===== src/rtl/imem_loader.sv =====
// imem_loader: packs a byte stream big-endian into instruction words and
// writes them sequentially into the instruction memory, holding the CPU
// stalled until the image is complete.
// Optional feature: define IMEM_LOADER_CHKSUM_EN to add the chkSum output,
// a running XOR of every word written.
module imem_loader #(
  parameter int ADDR_W = 5,
  parameter int DATA_W = 32
) (
  input  logic              clk,
  input  logic              counterRst,
  input  logic              inValid,
  input  logic [7:0]        inByte,
  input  logic              inLast,
  output logic              inReady,
  output logic              wrEn,
  output logic [ADDR_W-1:0] wrAddr,
  output logic [DATA_W-1:0] wrData,
  output logic              cpuHold,
  output logic              loadDone,
  output logic              errOverflow,
  output logic [ADDR_W:0]   wordCount
`ifdef IMEM_LOADER_CHKSUM_EN
  ,
  output logic [DATA_W-1:0] chkSum
`endif
);

  localparam int BYTES = DATA_W / 8;
  localparam int IDX_W = (BYTES > 1) ? $clog2(BYTES) : 1;
  localparam logic [IDX_W-1:0]  IDX_LAST = IDX_W'(BYTES - 1);
  localparam logic [IDX_W-1:0]  IDX_ONE  = IDX_W'(1);
  localparam logic [ADDR_W-1:0] ADDR_MAX = '1;
  localparam logic [ADDR_W-1:0] ADDR_ONE = ADDR_W'(1);
  localparam logic [ADDR_W:0]   CNT_ONE  = (ADDR_W + 1)'(1);

  typedef enum logic [1:0] {
    IDLE    = 2'd0,
    COLLECT = 2'd1,
    WRITE   = 2'd2,
    DONE    = 2'd3
  } loaderState;

  loaderState        state;
  loaderState        stateNext;
  logic [IDX_W-1:0]  byteIdx;
  logic [DATA_W-1:0] shiftReg;
  logic [DATA_W-1:0] packNext;
  logic [ADDR_W-1:0] addr;
  logic [ADDR_W:0]   wordCnt;
  logic              lastSeen;
  logic              overflow;
  logic              accept;
  logic              wordEnds;

  // Handshake and word-completion decode; ready depends on state only.
  always_comb begin
    inReady  = (state == IDLE) || (state == COLLECT);
    accept   = inValid && inReady;
    wordEnds = inLast || (byteIdx == IDX_LAST);
  end

  // Drop the incoming byte into its big-endian lane; first byte is the MSB.
  always_comb begin
    packNext = shiftReg;
    for (int k = 0; k < BYTES; k++) begin
      if (byteIdx == IDX_W'(k)) begin
        packNext[DATA_W-1-8*k -: 8] = inByte;
      end else begin
        packNext[DATA_W-1-8*k -: 8] = shiftReg[DATA_W-1-8*k -: 8];
      end
    end
  end

  // FSM state register.
  always_ff @(posedge clk or posedge counterRst) begin
    if (counterRst) begin
      state <= IDLE;
    end else begin
      state <= stateNext;
    end
  end

  // FSM next-state logic; the last memory slot ends the load even without inLast.
  always_comb begin
    stateNext = state;
    case (state)
      IDLE, COLLECT: begin
        if (accept && wordEnds) begin
          stateNext = WRITE;
        end else if (accept) begin
          stateNext = COLLECT;
        end else begin
          stateNext = state;
        end
      end
      WRITE: begin
        if (lastSeen || (addr == ADDR_MAX)) begin
          stateNext = DONE;
        end else begin
          stateNext = COLLECT;
        end
      end
      DONE:    stateNext = DONE;
      default: stateNext = IDLE;
    endcase
  end

  // Packing, address/count advance and overflow flag; address saturates at the top.
  always_ff @(posedge clk or posedge counterRst) begin
    if (counterRst) begin
      byteIdx  <= '0;
      shiftReg <= '0;
      addr     <= '0;
      wordCnt  <= '0;
      lastSeen <= 1'b0;
      overflow <= 1'b0;
    end else begin
      case (state)
        IDLE, COLLECT: begin
          if (accept) begin
            shiftReg <= packNext;
            byteIdx  <= byteIdx + IDX_ONE;
            lastSeen <= inLast;
          end
        end
        WRITE: begin
          wordCnt  <= wordCnt + CNT_ONE;
          byteIdx  <= '0;
          shiftReg <= '0;
          lastSeen <= 1'b0;
          if (addr != ADDR_MAX) begin
            addr <= addr + ADDR_ONE;
          end
          if ((addr == ADDR_MAX) && !lastSeen) begin
            overflow <= 1'b1;
          end
        end
        default: begin
          byteIdx <= byteIdx;
        end
      endcase
    end
  end

`ifdef IMEM_LOADER_CHKSUM_EN
  logic [DATA_W-1:0] chkSumReg;

  // Running XOR of each written word, folded in on the edge closing WRITE.
  always_ff @(posedge clk or posedge counterRst) begin
    if (counterRst) begin
      chkSumReg <= '0;
    end else if (state == WRITE) begin
      chkSumReg <= chkSumReg ^ shiftReg;
    end
  end

  assign chkSum = chkSumReg;
`endif

  assign wrEn        = (state == WRITE);
  assign wrAddr      = addr;
  assign wrData      = shiftReg;
  assign cpuHold     = (state != DONE);
  assign loadDone    = (state == DONE);
  assign errOverflow = overflow;
  assign wordCount   = wordCnt;

endmodule


===== config.mk =====
export PLATFORM = sky130hd
export DESIGN_NAME = imem_loader
export DESIGN_NICKNAME = d
export VERILOG_FILES = /design/src/rtl/imem_loader.sv
export SDC_FILE = /design/constraint.sdc
export NUM_CORES = 1
export LEC_CHECK = 0
export CAP_MARGIN = 20
export CELL_PAD_IN_SITES_DETAIL_PLACEMENT = 1
export CELL_PAD_IN_SITES_GLOBAL_PLACEMENT = 1
export CORE_UTILIZATION = 36
export DETAILED_ROUTE_END_ITERATION = 8
export GPL_ROUTABILITY_DRIVEN = 0
export GPL_TIMING_DRIVEN = 0
export HOLD_SLACK_MARGIN = 0.05
export PLACE_DENSITY = 0.8
export SLEW_MARGIN = 40
export SYNTH_ARGS = -nofsm -noshare
export SYNTH_HDL_FRONTEND = slang
export SYNTH_SLANG_ARGS = --single-unit
export TNS_END_PERCENT = 10

===== constraint.sdc =====
create_clock -name clk -period 2.2 [get_ports clk]
set_clock_uncertainty 0.05 [all_clocks]
set_input_delay 0.55 -clock clk [delete_from_list [all_inputs] [get_ports clk]]
set_output_delay 0.55 -clock clk [all_outputs]
set_load 0.05 [all_outputs]

==> qor.yml <==
run_status:
  status: "complete, no violations"
global_route:
  antenna_found_initial: 0
  top_usage_layer: "met2"
  overflow: 0
  grt_pass1_wl_mm: 9.00
  gr-usage-met1: 0.251
  met2_usage: 0.308
  grt_pass1_vias: 1750
  grt_usage: 0.189
  grt_max_degree: 29
  met3_usage: 0.0251
synthesis:
  synth_warnings: 0
  synthArstFlopShare: 1.00
  syn_nets: 218
  yosysSeqAreaShare: 0.567
  syn_area_per_cell_um2: 10.9
  synthCells: 199
  synth-edff-count: 0
  synth_area_leaders: "dfrtp_1 57%, o21ai_0 8.8%, mux2i_1 6.5%, ha_1 4.1%, nand2_1 3.8%"
  synth.most_common_cell: "dfrtp_1"
  syn_area_um2: 2160
  ys_types: 26
  synth_ff_type: "dfrtp_1"
  synth_largest_area_cell: "dfrtp_1"
  synth_top_area_frac: 0.567
  ys_seq_elements: 49
  netlist_top_cells_count: "49 x dfrtp_1, 38 x o21ai_0, 22 x nand2_1, 16 x nand3_1"
sta:
  slew-limit-headroom: 0.638
  tightest_slew_ns: 0.541
  max_freq_mhz: 463
  setup_viol: 0
  holdWs_ns: 0.428
  drv_slew: 0
  fin_ws_ns: 0.0412
  timing.final.crit_share: 0.981
  rsz0062_at_grt: "false"
  hold_viol: 0
  min_period_ns: 2.16
critical_path:
  worst_ep_arrival_time_ns: 1.56
  crit_family: "buffers and inverters"
  crit_fanout: 3
  critPathLaunchType: "flop"
  max_stage_delay_ns: 0.85
  path_buf_inv: 1
  critPathKind: "reg2out"
  rrSetupSlack_ns: 0.30
  path_cells: "clkdlybuf4s50_1"
  required_ns: 1.60
  end_kind: "output pin"
  slowest_stage: "clkdlybuf4s50_1"
cts:
  cts_setup_buffers: 0
  numClockSinks: 49
  root_buffer: "clkbuf_8"
  hold_buffers: 0
  cts_buffers: 5
  clock_latency_ns: 0.31
  cts_tree: "done"
  clkTransAtPathRegs_ns: 0.09
  clockBufferDepth: 2
  htreeDepth: 2
pwr:
  power.switching_w: 0.000364
  switching_share: 0.240
  ir_drop_mv: 0.268
  power_frac_comb: 0.042
  powerDensity_nw_per_um2: 514
  p_clk_frac: 0.362
  p_seq_frac: 0.596
  power.leakage_nw: 1.52
  internal-power_w: 0.00115
drt:
  avgRoutedWirePerCell_um: 16.2
  wirelength_mm: 5.49
  ant_nets: 0
  dr.first_iter.drc_count: 52
  via_count: 1702
  dr.pass1.iters: 4
  vias_per_cell: 5.04
  drc: 0
floorplanning:
  rows: 27
  die_area_um2: 6320
  die_y_um: 79.5
  initial_core_util: 0.383
  io_pins: 60
  core_area_um2: 5640
  die_w_um: 79.5
place:
  pre_cts_ws_ns: -0.257
  placed_cell_area_um2: 2860
  hpwl_mm: 4.02
  portBuffers: 58
  dpl.cell_count: 330
cells_and_area:
  n_antenna_cell: 0
  drive_gt1_frac: 0.113
  final_area_um2: 2950
  fin_nets: 284
  fin_util: 0.522
  areaGrowthSynthToFinish_pct: 36.2
  stdcell_count: 338
job:
  maxCapViolations: 0
worst_hold_path:
  min_path_type: "reg2reg"
[sequential cells by signal, indices dropped and copies added (netlist names)]
register,flops
state,2
errOverflow,1
lastSeen,1
wordCount,6
wrAddr,5
wrData,32
byteIdx,2
[final timing paths]
| check | endpoint | cells after the start | startpoint |
|---|---|---|---|
| max | wrData[2] | 1 | wrData[2] |
| min | errOverflow | 1 | errOverflow |
| max reg2reg | wrAddr[1] | 5 | wrAddr[0] |
| min reg2reg | errOverflow | 1 | errOverflow |
| max in group asynchronous | state[1] | 3 | counterRst |
| min in group asynchronous | wordCount[5] | 2 | counterRst |
[cell families after synthesis]
group                    Yosys count  synth area share
AND/OR/NAND/NOR                   51             0.120
flip-flops                        49             0.567
AO/OA/AOI/OAI                     44             0.108
buffers and inverters             23            0.0515
multiplexers                      17            0.0804
XOR/XNOR                           8            0.0324
adder cells (fa/ha/maj)            7            0.0405
[routing by layer]
| layer | part of all wire | vias to the layer above | wire length, µm |
|---|---|---|---|
| met5 | 0 | - | 0 |
| met3 | 0.031 | 7 | 168 |
| met1 | 0.47 | 842 | 2600 |
| li1 | - | 812 | - |
| met2 | 0.48 | 41 | 2620 |
| met4 | 0.017 | 0 | 96 |
[cell type report]
| type | instances | area, µm² |
|---|---|---|
| plain buffers | 8 | 55.1 |
| clock buffers | 5 | 68.8 |
| clock inverters | 3 | 22.5 |
| fillers | 620 | 2700 |
| inverters | 15 | 58.8 |
| multi-input cells | 127 | 825 |
| flip-flops and latches | 49 | 1230 |
| well taps | 72 | 90.1 |
| repair buffers | 59 | 598 |
[timing repair]
| action | 4_1_cts | 5_1_grt |
|---|---|---|
| endpoints found under the setup margin | 6 | 5 |
| pin swaps | 0 | 0 |
| gates resized for setup | 16 | 6 |
[cells in the final DEF, fill, tap and decap left out, types with 2 or more instances in the layout]
master	netlist	layout
dlymetal6s2s_1	0	3
nand2_1	22	22
nand3_1	16	16
o21ai_0	38	38
dfrtp_1	49	48
inv_1	14	12
mux2_2	3	3
nand3b_1	2	2
and3_1	2	2
a22o_1	2	2
a21oi_1	2	2
clkinvlp_4	0	3
nand4_1	4	4
buf_2	2	3
inv_2	1	2
clkdlybuf4s50_1	0	49
xnor2_1	7	7
clkbuf_8	0	5
nand2_2	2	2
mux2i_1	14	14
ha_1	7	7
dlygate4sd2_1	0	3
buf_4	4	5
[stage by stage]
stage	TNS (ns)	total power (W)
floorplan	0	0.000947
global placement	-28.29	0.000979
detailed placement	-0.350	0.000986
CTS	-0.00796	0.00154
global route	0	0.00157
finish	0	0.00152
[power by group through the flow]
stage | Clock [W] | Sequential, W | Combinational [W]
6_report | 0.000548 | 0.000904 | 0.0000630
5_1_grt | 0.000598 | 0.000904 | 0.0000704
4_1_cts | 0.000570 | 0.000904 | 0.0000647
3_5_place_dp | 0 | 0.000922 | 0.0000643
3_3_place_gp | 0 | 0.000922 | 0.0000579
2_1_floorplan | 0 | 0.000921 | 0.0000255
(Power assumes the default switching activity.)
